[config.mk]
export PLATFORM = sky130hd
export DESIGN_NAME = uart_rx
export DESIGN_NICKNAME = d
export VERILOG_FILES = /design/src/rtl/uart_pkg.sv /design/src/rtl/uart_rx_sync.sv /design/src/rtl/uart_rx.sv
export SDC_FILE = /design/constraint.sdc
export NUM_CORES = 1
export LEC_CHECK = 0
export CAP_MARGIN = 30
export CORE_MARGIN = 2
export CORE_UTILIZATION = 50
export CTS_CLUSTER_DIAMETER = 40
export DETAILED_ROUTE_END_ITERATION = 12
export GPL_TIMING_DRIVEN = 0
export MAX_ROUTING_LAYER = met4
export PLACE_DENSITY = 0.86
export RECOVER_POWER = 50
export SYNTH_ARGS = -nofsm -noshare
export SYNTH_HDL_FRONTEND = slang
export SYNTH_SLANG_ARGS = --single-unit
[constraint.sdc]
create_clock -name clk -period 1.5 [get_ports clk]
set_input_delay 0.3 -clock clk [delete_from_list [all_inputs] [get_ports clk]]
set_output_delay 0.3 -clock clk [all_outputs]
set_load 0.01 [all_outputs]
[src/rtl/uart_pkg.sv]
`default_nettype none
// +----------------------------------------------------------------------------+
// | Module      : uart_pkg                                                     |
// | Description : Definitions shared by the UART transmit and receive blocks.  |
// |               Holds the data width, the receiver state encoding and the    |
// |               even-parity helper that is also used by the transmitter.     |
// | Revision    : 1.0 - initial release                                        |
// +----------------------------------------------------------------------------+
package uart_pkg;

    localparam int UART_DATA_W = 8;

    // Receiver state encoding. The values are fixed so that the receiver
    // and any debug logic watching its state agree on the numbers.
    localparam logic [2:0] C_ST_IDLE      = 3'd0;
    localparam logic [2:0] C_ST_START     = 3'd1;
    localparam logic [2:0] C_ST_DATA      = 3'd2;
    localparam logic [2:0] C_ST_PARITY    = 3'd3;
    localparam logic [2:0] C_ST_STOP      = 3'd4;
    localparam logic [2:0] C_ST_WAIT_IDLE = 3'd5;

    typedef enum logic [2:0] {
        ST_IDLE      = C_ST_IDLE,
        ST_START     = C_ST_START,
        ST_DATA      = C_ST_DATA,
        ST_PARITY    = C_ST_PARITY,
        ST_STOP      = C_ST_STOP,
        ST_WAIT_IDLE = C_ST_WAIT_IDLE
    } uart_state_e;

    // Parity bit that makes the total number of ones (data + parity) even.
    function automatic logic even_parity(input logic [UART_DATA_W-1:0] data);
        return ^data;
    endfunction

endpackage
`default_nettype wire

[src/rtl/uart_rx_sync.sv]
`default_nettype none
// +----------------------------------------------------------------------------+
// | Module      : uart_rx_sync                                                 |
// | Description : Two-flop synchronizer for the asynchronous serial line.      |
// |               Both flops reset to 1 (line idle) so that reset never looks  |
// |               like a start bit.                                            |
// | Ports       : clk   - clock                                                |
// |               rst_n - asynchronous active-low reset                        |
// |               i_d   - asynchronous input                                   |
// |               o_q   - synchronized output (2 cycles latency)                |
// | Revision    : 1.0 - initial release                                        |
// +----------------------------------------------------------------------------+
module uart_rx_sync (
    input  logic clk,
    input  logic rst_n,
    input  logic i_d,
    output logic o_q
);

    logic r_meta;
    logic r_sync;

    always_ff @(posedge clk or negedge rst_n) begin
        if (!rst_n) begin
            r_meta <= 1'b1;
            r_sync <= 1'b1;
        end else begin
            r_meta <= i_d;
            r_sync <= r_meta;
        end
    end

    assign o_q = r_sync;

endmodule
`default_nettype wire

[src/rtl/uart_rx.sv]
`default_nettype none
// +----------------------------------------------------------------------------+
// | Module      : uart_rx                                                      |
// | Description : UART receiver. 1 start, 8 data bits LSB first, optional even |
// |               parity, 1 stop. Received bytes land in a one-entry holding   |
// |               register with a valid/ack handshake.                         |
// |               Build option: define UART_RX_PARITY_EN to add the parity     |
// |               bit and the parity check; otherwise parity_err is tied low.  |
// | Ports       : clk, rst_n   - clock, asynchronous active-low reset          |
// |               rx           - serial line (idle high, asynchronous)         |
// |               rx_data      - last good byte                                |
// |               rx_valid     - holding register full, held until rx_ack      |
// |               rx_ack       - consumer takes the byte                       |
// |               busy         - receiver not idle                             |
// |               framing_err  - 1-cycle pulse, stop bit sampled low           |
// |               parity_err   - 1-cycle pulse, parity mismatch                |
// |               overrun      - sticky, good byte arrived while full          |
// | Revision    : 1.0 - initial release                                        |
// +----------------------------------------------------------------------------+
module uart_rx
    import uart_pkg::*;
#(
    parameter int CLKS_PER_BIT = 10
) (
    input  logic                   clk,
    input  logic                   rst_n,
    input  logic                   rx,
    output logic [UART_DATA_W-1:0] rx_data,
    output logic                   rx_valid,
    input  logic                   rx_ack,
    output logic                   busy,
    output logic                   framing_err,
    output logic                   parity_err,
    output logic                   overrun
);

    localparam int                 C_CNT_W     = $clog2(CLKS_PER_BIT);
    localparam int                 C_IDX_W     = $clog2(UART_DATA_W);
    localparam logic [C_CNT_W-1:0] C_HALF_LAST = C_CNT_W'(CLKS_PER_BIT / 2 - 1);
    localparam logic [C_CNT_W-1:0] C_BIT_LAST  = C_CNT_W'(CLKS_PER_BIT - 1);
    localparam logic [C_IDX_W-1:0] C_IDX_LAST  = C_IDX_W'(UART_DATA_W - 1);

    logic                   w_rxs;
    uart_state_e            r_state,  w_state_nxt;
    logic [C_CNT_W-1:0]     r_cnt,    w_cnt_nxt;
    logic [C_IDX_W-1:0]     r_idx,    w_idx_nxt;
    logic [UART_DATA_W-1:0] r_shift,  w_shift_nxt;

    // Stop-bit outcome, registered once so that the holding register and the
    // error pulses update one cycle after the stop sample.
    logic                   r_load_pend, w_load_pend_nxt;
    logic                   r_ferr_pend, w_ferr_pend_nxt;

    logic [UART_DATA_W-1:0] r_data;
    logic                   r_valid;
    logic                   r_overrun;
    logic                   r_framing_err;

`ifdef UART_RX_PARITY_EN
    logic                   r_par_bad,   w_par_bad_nxt;
    logic                   r_perr_pend, w_perr_pend_nxt;
    logic                   r_parity_err;
`endif

    uart_rx_sync u_sync (
        .clk   (clk),
        .rst_n (rst_n),
        .i_d   (rx),
        .o_q   (w_rxs)
    );

    // ------------------------------------------------------------------
    // State and datapath registers
    // ------------------------------------------------------------------
    always_ff @(posedge clk or negedge rst_n) begin
        if (!rst_n) begin
            r_state     <= ST_IDLE;
            r_cnt       <= '0;
            r_idx       <= '0;
            r_shift     <= '0;
            r_load_pend <= 1'b0;
            r_ferr_pend <= 1'b0;
`ifdef UART_RX_PARITY_EN
            r_par_bad   <= 1'b0;
            r_perr_pend <= 1'b0;
`endif
        end else begin
            r_state     <= w_state_nxt;
            r_cnt       <= w_cnt_nxt;
            r_idx       <= w_idx_nxt;
            r_shift     <= w_shift_nxt;
            r_load_pend <= w_load_pend_nxt;
            r_ferr_pend <= w_ferr_pend_nxt;
`ifdef UART_RX_PARITY_EN
            r_par_bad   <= w_par_bad_nxt;
            r_perr_pend <= w_perr_pend_nxt;
`endif
        end
    end

    // ------------------------------------------------------------------
    // Next-state logic. The counter restarts at 0 on every sample point,
    // so each state only ever compares against a single terminal count.
    // ------------------------------------------------------------------
    always_comb begin
        w_state_nxt     = r_state;
        w_cnt_nxt       = r_cnt;
        w_idx_nxt       = r_idx;
        w_shift_nxt     = r_shift;
        w_load_pend_nxt = 1'b0;
        w_ferr_pend_nxt = 1'b0;
`ifdef UART_RX_PARITY_EN
        w_par_bad_nxt   = r_par_bad;
        w_perr_pend_nxt = 1'b0;
`endif

        case (r_state)
            ST_IDLE: begin
                if (!w_rxs) begin
                    w_cnt_nxt   = '0;
                    w_idx_nxt   = '0;
                    w_state_nxt = ST_START;
`ifdef UART_RX_PARITY_EN
                    w_par_bad_nxt = 1'b0;
`endif
                end
            end

            ST_START: begin
                if (r_cnt == C_HALF_LAST) begin
                    w_cnt_nxt = '0;
                    // A line that is high again at mid start bit was a glitch.
                    w_state_nxt = w_rxs ? ST_IDLE : ST_DATA;
                end else begin
                    w_cnt_nxt = r_cnt + C_CNT_W'(1);
                end
            end

            ST_DATA: begin
                if (r_cnt == C_BIT_LAST) begin
                    w_cnt_nxt          = '0;
                    w_shift_nxt[r_idx] = w_rxs;
                    if (r_idx == C_IDX_LAST) begin
`ifdef UART_RX_PARITY_EN
                        w_state_nxt = ST_PARITY;
`else
                        w_state_nxt = ST_STOP;
`endif
                    end else begin
                        w_idx_nxt = r_idx + C_IDX_W'(1);
                    end
                end else begin
                    w_cnt_nxt = r_cnt + C_CNT_W'(1);
                end
            end

`ifdef UART_RX_PARITY_EN
            ST_PARITY: begin
                if (r_cnt == C_BIT_LAST) begin
                    w_cnt_nxt     = '0;
                    w_par_bad_nxt = (w_rxs != even_parity(r_shift));
                    w_state_nxt   = ST_STOP;
                end else begin
                    w_cnt_nxt = r_cnt + C_CNT_W'(1);
                end
            end
`endif

            ST_STOP: begin
                if (r_cnt == C_BIT_LAST) begin
                    w_cnt_nxt = '0;
                    if (!w_rxs) begin
                        // Stop low may be a break: wait for the line to
                        // return high before hunting for a start bit.
                        w_ferr_pend_nxt = 1'b1;
                        w_state_nxt     = ST_WAIT_IDLE;
`ifdef UART_RX_PARITY_EN
                    end else if (r_par_bad) begin
                        w_perr_pend_nxt = 1'b1;
                        w_state_nxt     = ST_IDLE;
`endif
                    end else begin
                        w_load_pend_nxt = 1'b1;
                        w_state_nxt     = ST_IDLE;
                    end
                end else begin
                    w_cnt_nxt = r_cnt + C_CNT_W'(1);
                end
            end

            ST_WAIT_IDLE: begin
                if (w_rxs) begin
                    w_state_nxt = ST_IDLE;
                end
            end

            default: begin
                w_state_nxt = ST_IDLE;
            end
        endcase
    end

    // ------------------------------------------------------------------
    // Holding register, handshake and error outputs. A load in the same
    // cycle as an ack counts as the old byte being consumed, so it is not
    // an overrun. r_shift is untouched until the next frame's first data
    // sample, so it is still valid during the pending-load cycle.
    // ------------------------------------------------------------------
    always_ff @(posedge clk or negedge rst_n) begin
        if (!rst_n) begin
            r_data        <= '0;
            r_valid       <= 1'b0;
            r_overrun     <= 1'b0;
            r_framing_err <= 1'b0;
        end else begin
            r_framing_err <= r_ferr_pend;
            if (r_load_pend) begin
                r_data  <= r_shift;
                r_valid <= 1'b1;
                if (r_valid && !rx_ack) begin
                    r_overrun <= 1'b1;
                end
            end else if (r_valid && rx_ack) begin
                r_valid <= 1'b0;
            end
        end
    end

`ifdef UART_RX_PARITY_EN
    always_ff @(posedge clk or negedge rst_n) begin
        if (!rst_n) begin
            r_parity_err <= 1'b0;
        end else begin
            r_parity_err <= r_perr_pend;
        end
    end
    assign parity_err = r_parity_err;
`else
    assign parity_err = 1'b0;
`endif

    assign rx_data     = r_data;
    assign rx_valid    = r_valid;
    assign overrun     = r_overrun;
    assign framing_err = r_framing_err;
    assign busy        = (r_state != ST_IDLE);

endmodule
`default_nettype wire

==> results of run 1 <==
metal layers:
layer | vias to the layer above | wire length, um | part of all wire [%] | global-route usage [%]
met5 | - | 0 | 0 | -
met4 | 0 | 103 | 2.6 | 13.7
met3 | 11 | 146 | 3.7 | 6.28
met2 | 33 | 2080 | 52 | 34.9
met1 | 600 | 1640 | 41 | 25.9
li1 | 547 | - | - | -
stage by stage:
stage / power (mW) / setup TNS [ns] / hold WS, ns
floorplan: 1.70 / -0.237 / 0.00441
global placement: 1.84 / -16.13 / 0.336
detailed placement: 1.90 / -1.94 / 0.340
CTS: 2.94 / -0.822 / 0.0142
global route: 3.50 / -2.62 / 0.0916
finish: 3.36 / -1.78 / 0.0287
worst reg2reg max path: cells and delay by family (launching register included):
family	cells	cell delay, ns
flip-flops	1	0.41
AND/OR/NAND/NOR	3	0.56
buffers and inverters	2	0.30
multiplexers	1	0.31
worst max path at each step:
stage                     from         end  cells after the start
global route        r_state[0]        busy                      3
CTS                 r_state[2]        busy                      3
floorplan             r_cnt[1]  r_shift[5]                      7
detailed placement  r_state[1]        busy                      3
finish              r_state[1]  r_shift[2]                      6
global placement         rst_n  rx_data[6]                      1
power breakdown:
group	switching [mW]	internal, mW
Sequential	0.107	0.998
Combinational	0.718	0.706
Clock	0.312	0.516
layout by cell type, fill, tap and decap left out, types with 3 or more instances in the layout:
master and n:
inv_1 3, nor3_4 3, nand3_2 3, mux2_4 4, dfrtp_2 3, clkbuf_4 5
nor2_2 3, nand3b_1 4, nor2_1 3, nand2_1 5, buf_4 18, dfrtp_1 28
mux2_2 13, dlygate4sd2_1 11, nand3_1 7, buf_6 8, nor3b_4 3
timing repair:
item	CTS	global route
setup buffers	13	10
pin swaps	15	21
gates resized for setup	40	29
setup endpoints to repair	27	20
logic make-up (layout without fill, tap and decap cells):
| logic type | Yosys count | after routing | share of synthesized area [%] |
|---|---|---|---|
| compound gates | 13 | 13 | 6.89 |
| xor+xnor | 1 | 1 | 0.555 |
| fa+ha+maj | 5 | 5 | 3.96 |
| buf+inv | 12 | 57 | 4.28 |
| flops | 33 | 33 | 52.5 |
| mux | 18 | 18 | 12.8 |
| other cells | 1 | 1 | 0.237 |
| simple gates | 48 | 48 | 18.9 |
area by class of cell:
type | count | area (um^2)
multi-input combinational | 86 | 841
sequential | 33 | 832
fill | 171 | 805
timing repair buffer | 38 | 322
clock inverter | 3 | 65.1
tap | 44 | 55.1
buffer | 6 | 52.6
clock buffer | 5 | 37.5
inverter | 5 | 18.8
flip-flops by register name (all words and copies together) (netlist names), 3 cells and up:
name / cells
r_shift: 8
r_cnt: 4
rx_data: 8
r_state: 3
r_idx: 3
==> metrics, run 1 <==
Die Width=60.2 um; failing checks=setup timing; GP Congestion=0.843; number of flops mapped to enable cells by yosys=0; worst slew pin tran=just over 0.8 ns; top cell type's share of synthesized area=49.1%; Worst path max stage delay=0.41 ns; routed via count=1191; Netlist cell types=37; Setup-failing EPs final=19; largest net degree at the start of global routing=34; worst path cell trace=buf_6, nor3b_4, buf_4, and2b_1, nand3_1, mux2_2; Buffers on Ports=15; Post-Syn Nets=140; Yosys warnings=0; gr ovfl total=0; # rows=20; Post-Synthesis Cells=131; Core Area=3030 um^2; Worst-path clk slew=0.12 ns; Avg Inst Size Synth=about 12 um^2; DP HPWL=2000 um; # DRC=0; IR drop worst, VDD=1.11 mV; final core utilization=about 73%; Placed Area=1790 um^2; Main synth FF type=dfrtp_1; RSZ-0062 raised after global routing=true; Crit-path slowest cell=dfrtp_2; CP endpoint kind=register; WL per Instance=18.0 um; final worst setup slack=-0.197 ns; # H-tree levels=2; Area Growth Syn to Fin=40.8%; post-synthesis sequential area ratio=52.5%; vias in the first global route=1201; worst path bufs/invs=2; Final Hold Fails=0; Pre-antenna DRT Iters=4; Setup CP Type=reg -> reg; CTS tree=built; Initial DRC Count=58; Via-to-Cell Ratio=5.41; headroom to the max-slew limit=45.2%; dominant cells by area after synthesis=dfrtp_1, mux2_2, ha_1; Initial Util=52.1%; pwr dens=1510 nW/um^2; Cells after DPL=190; Critical Path RT=around 1.7 ns; Slew Limit Fails=0; diode count=0; Final min period=~1.7 ns; Static Leak=1.12 nW; final WL=between 3000 and 4000 um; Synth Cell Area=1580 um^2; Num CTS Buffers=5; list of most frequent post-synthesis cells=dfrtp_1, mux2_2, nand3_1, nor2_1, nand2_1; Die Footprint=3620 um^2; CP Launch Type=register; Die H=60.2 um; fin cells=220; Post-Place Setup Slack=-0.313 ns; most common cell in the netlist=dfrtp_1; family with the most delay on the worst path=simple AND/OR/NAND/NOR gates; I/O Pins=17; Hold Buf Count CTS=0; clock root buffer master=clkbuf_4; Hold Crit Class=in -> async; maxcap violations=0; Final Cycle Share=113%; fin nets=184; R2R depth=6; CP arrival=1.92 ns; Worst Skew=0.0195 ns; global-route usage over all layers=22.6%; area leader, netlist=dfrtp_1; #FFs+latches synth=33; first-pass GRT wire length=5670 um; clock sinks=33; latest clock arrival within the worst-skew pair=between 0.3 and 0.4 ns; Clock Path Buffers=2; Async SR Flop Fraction=100%; antenna violations before repair=0; CP max FO=6; RR Startpoint=r_state[1]; layout cell share with drive strength beyond 1=52.3%; Reg-to-Reg End=r_shift[2]; cell area after layout=2220 um^2; Final ANT Viol Nets=0; reg-to-reg slack, setup=-0.20 ns; status=complete, but fails checks; fmax=589 MHz
No activity file was read; power rests on OpenSTA's default activity.
==> inputs of run 2 (changes only) <==
--- a/config.mk
+++ b/config.mk
@@ -11,6 +11,7 @@
 export CTS_CLUSTER_DIAMETER = 40
 export DETAILED_ROUTE_END_ITERATION = 12
 export GPL_TIMING_DRIVEN = 0
+export HOLD_SLACK_MARGIN = 0.08
 export MAX_ROUTING_LAYER = met4
 export PLACE_DENSITY = 0.86
 export RECOVER_POWER = 50
==> metrics, run 2 (synthesis gave the netlist of run 1 again) <==
Buffers on Ports=15; failing checks=setup timing; clock root buffer master=clkbuf_4; clock sinks=33; RR Startpoint=r_state[1]; Via-to-Cell Ratio=~5.4; Static Leak=1.12 nW; CP endpoint kind=register; Final min period=1.70 ns; CP max FO=6; Hold Path End=u_sync.o_q; global-route usage over all layers=22.6%; Setup CP Type=reg -> reg; hold wc startpoint=u_sync.r_meta; fin nets=185; sequential power share=32.9%; Final Hold Fails=0; maxcap violations=0; worst slew pin tran=between 0.8 and 0.9 ns; Initial DRC Count=51; Area Growth Syn to Fin=41.4%; R2R depth=6; Multi-input gate area=roughly 840 um^2; Worst Setup SP=r_state[1]; fmax=587 MHz; worst path bufs/invs=2; Hold Crit Class=reg -> reg; gr ovfl total=0; latest clock arrival within the worst-skew pair=~0.35 ns; net switching power=about 1.1 mW; most common cell after layout, fill and taps aside=dfrtp_1; final worst setup slack=-0.203 ns; # DRC=0; Die H=60.2 um; power share of the clock group=24.6%; routed via count=1202; Placed Area=between 1500 and 2000 um^2; Final Cycle Share=114%; layout cell share with drive strength beyond 1=52.0%; Worst Hold Depth=0; internal cell power=2.22 mW; Hold Slack=~0.36 ns; # rows=20; Num CTS Buffers=5; Cells after DPL=190; diode count=0; commonest cells after routing, fill and taps aside=dfrtp_1, buf_4, mux2_2; antenna violations before repair=0; Die Width=60.2 um; # H-tree levels=2; largest net degree at the start of global routing=34; Setup-failing EPs final=19; Clock Path Buffers=2; CP Launch Type=register; IR drop worst, VDD=1.11 mV; worst path cell trace=buf_6, nor3b_4, buf_4, and2b_1, nand3_1, mux2_2; vias in the first global route=1201; CP arrival=between 1.5 and 2 ns; Reg-to-Reg End=r_shift[2]; final WL=3980 um; headroom to the max-slew limit=around 45%; Core Area=3030 um^2; WL per Instance=18.0 um; Worst path max stage delay=0.41 ns; fin cells=221; FF+latch area=832 um^2; Slew Limit Fails=0; Die Footprint=roughly 3600 um^2; reg-to-reg slack, setup=-0.20 ns; DP HPWL=2000 um; Final ANT Viol Nets=0; setup TNS=-1.82 ns; CTS tree=built; combinational share of power=42.5%; GP Congestion=0.843; cell area after layout=2230 um^2; Pre-antenna DRT Iters=4; Worst Skew=0.0197 ns; Crit-path slowest cell=dfrtp_2; I/O Pins=17; switching part of the total=between 30% and 40%; Initial Util=52.1%; Worst-path clk slew=0.12 ns; RSZ-0062 raised after global routing=true; fill cell count=170; pwr dens=between 1500 and 2000 nW/um^2; family with the most delay on the worst path=simple AND/OR/NAND/NOR gates; Critical Path RT=between 1.5 and 2 ns; first-pass GRT wire length=approximately 5700 um; Post-Place Setup Slack=-0.313 ns; status=complete, but fails checks
[run 2: cell count changes in the layout (fill, tap and decap cells not counted)]
cell	previous run	this run
dlygate4sd3_1	1	2
[run 2: through the flow]
step | utilization [%] | power (mW)
after floorplan | - | 1.70
after global placement | 59.2 | 1.84
after detailed placement | 59.0 | 1.90
after CTS | 68.4 | 2.94
after global routing | 73.8 | 3.50
final | 73.8 | 3.36
[run 2: final cells by class]
class / instances / area share [%]
multi-input cells: 86 / 37.6
flip-flops and latches: 33 / 37.3
repair buffers: 39 / 14.8
clock inverters: 3 / 2.91
well taps: 44 / 2.46
plain buffers: 6 / 2.35
clock buffers: 5 / 1.68
inverters: 5 / 0.840
[run 2: worst max-delay path by stage]
stage            endpoint  slack (ns)  depth (start not counted)
5_1_grt              busy       -0.23                          3
2_1_floorplan  r_shift[5]       -0.06                          7
3_3_place_gp   rx_data[6]       -0.48                          1
6_report       r_shift[2]       -0.20                          6
4_1_cts              busy       -0.19                          3
3_5_place_dp         busy       -0.31                          3
[run 2: per-layer routing]
metal  GRT usage [%]  part of all wire [%]
met1            25.9                    41
met2            34.9                    52
met3            6.28                   4.1
met4            13.7                   2.7
met5               -                     0
[run 2: repair_timing]
action / in CTS / in global routing
hold buffers: 1 / 0
endpoints found under the hold margin: 31 / 0
endpoints found under the setup margin: 27 / 20
pin swaps: 15 / 21
buffers inserted: 13 / 10
gates resized for setup: 40 / 29
[run 2: power groups by stage]
stage	Clock, mW	Sequential, mW	Combinational, mW
final	0.829	1.11	1.43
after global routing	0.882	1.12	1.51
after CTS	0.843	1.09	1.01
after detailed placement	0	1.15	0.755
after global placement	0	1.13	0.709
after floorplan	0	1.11	0.590
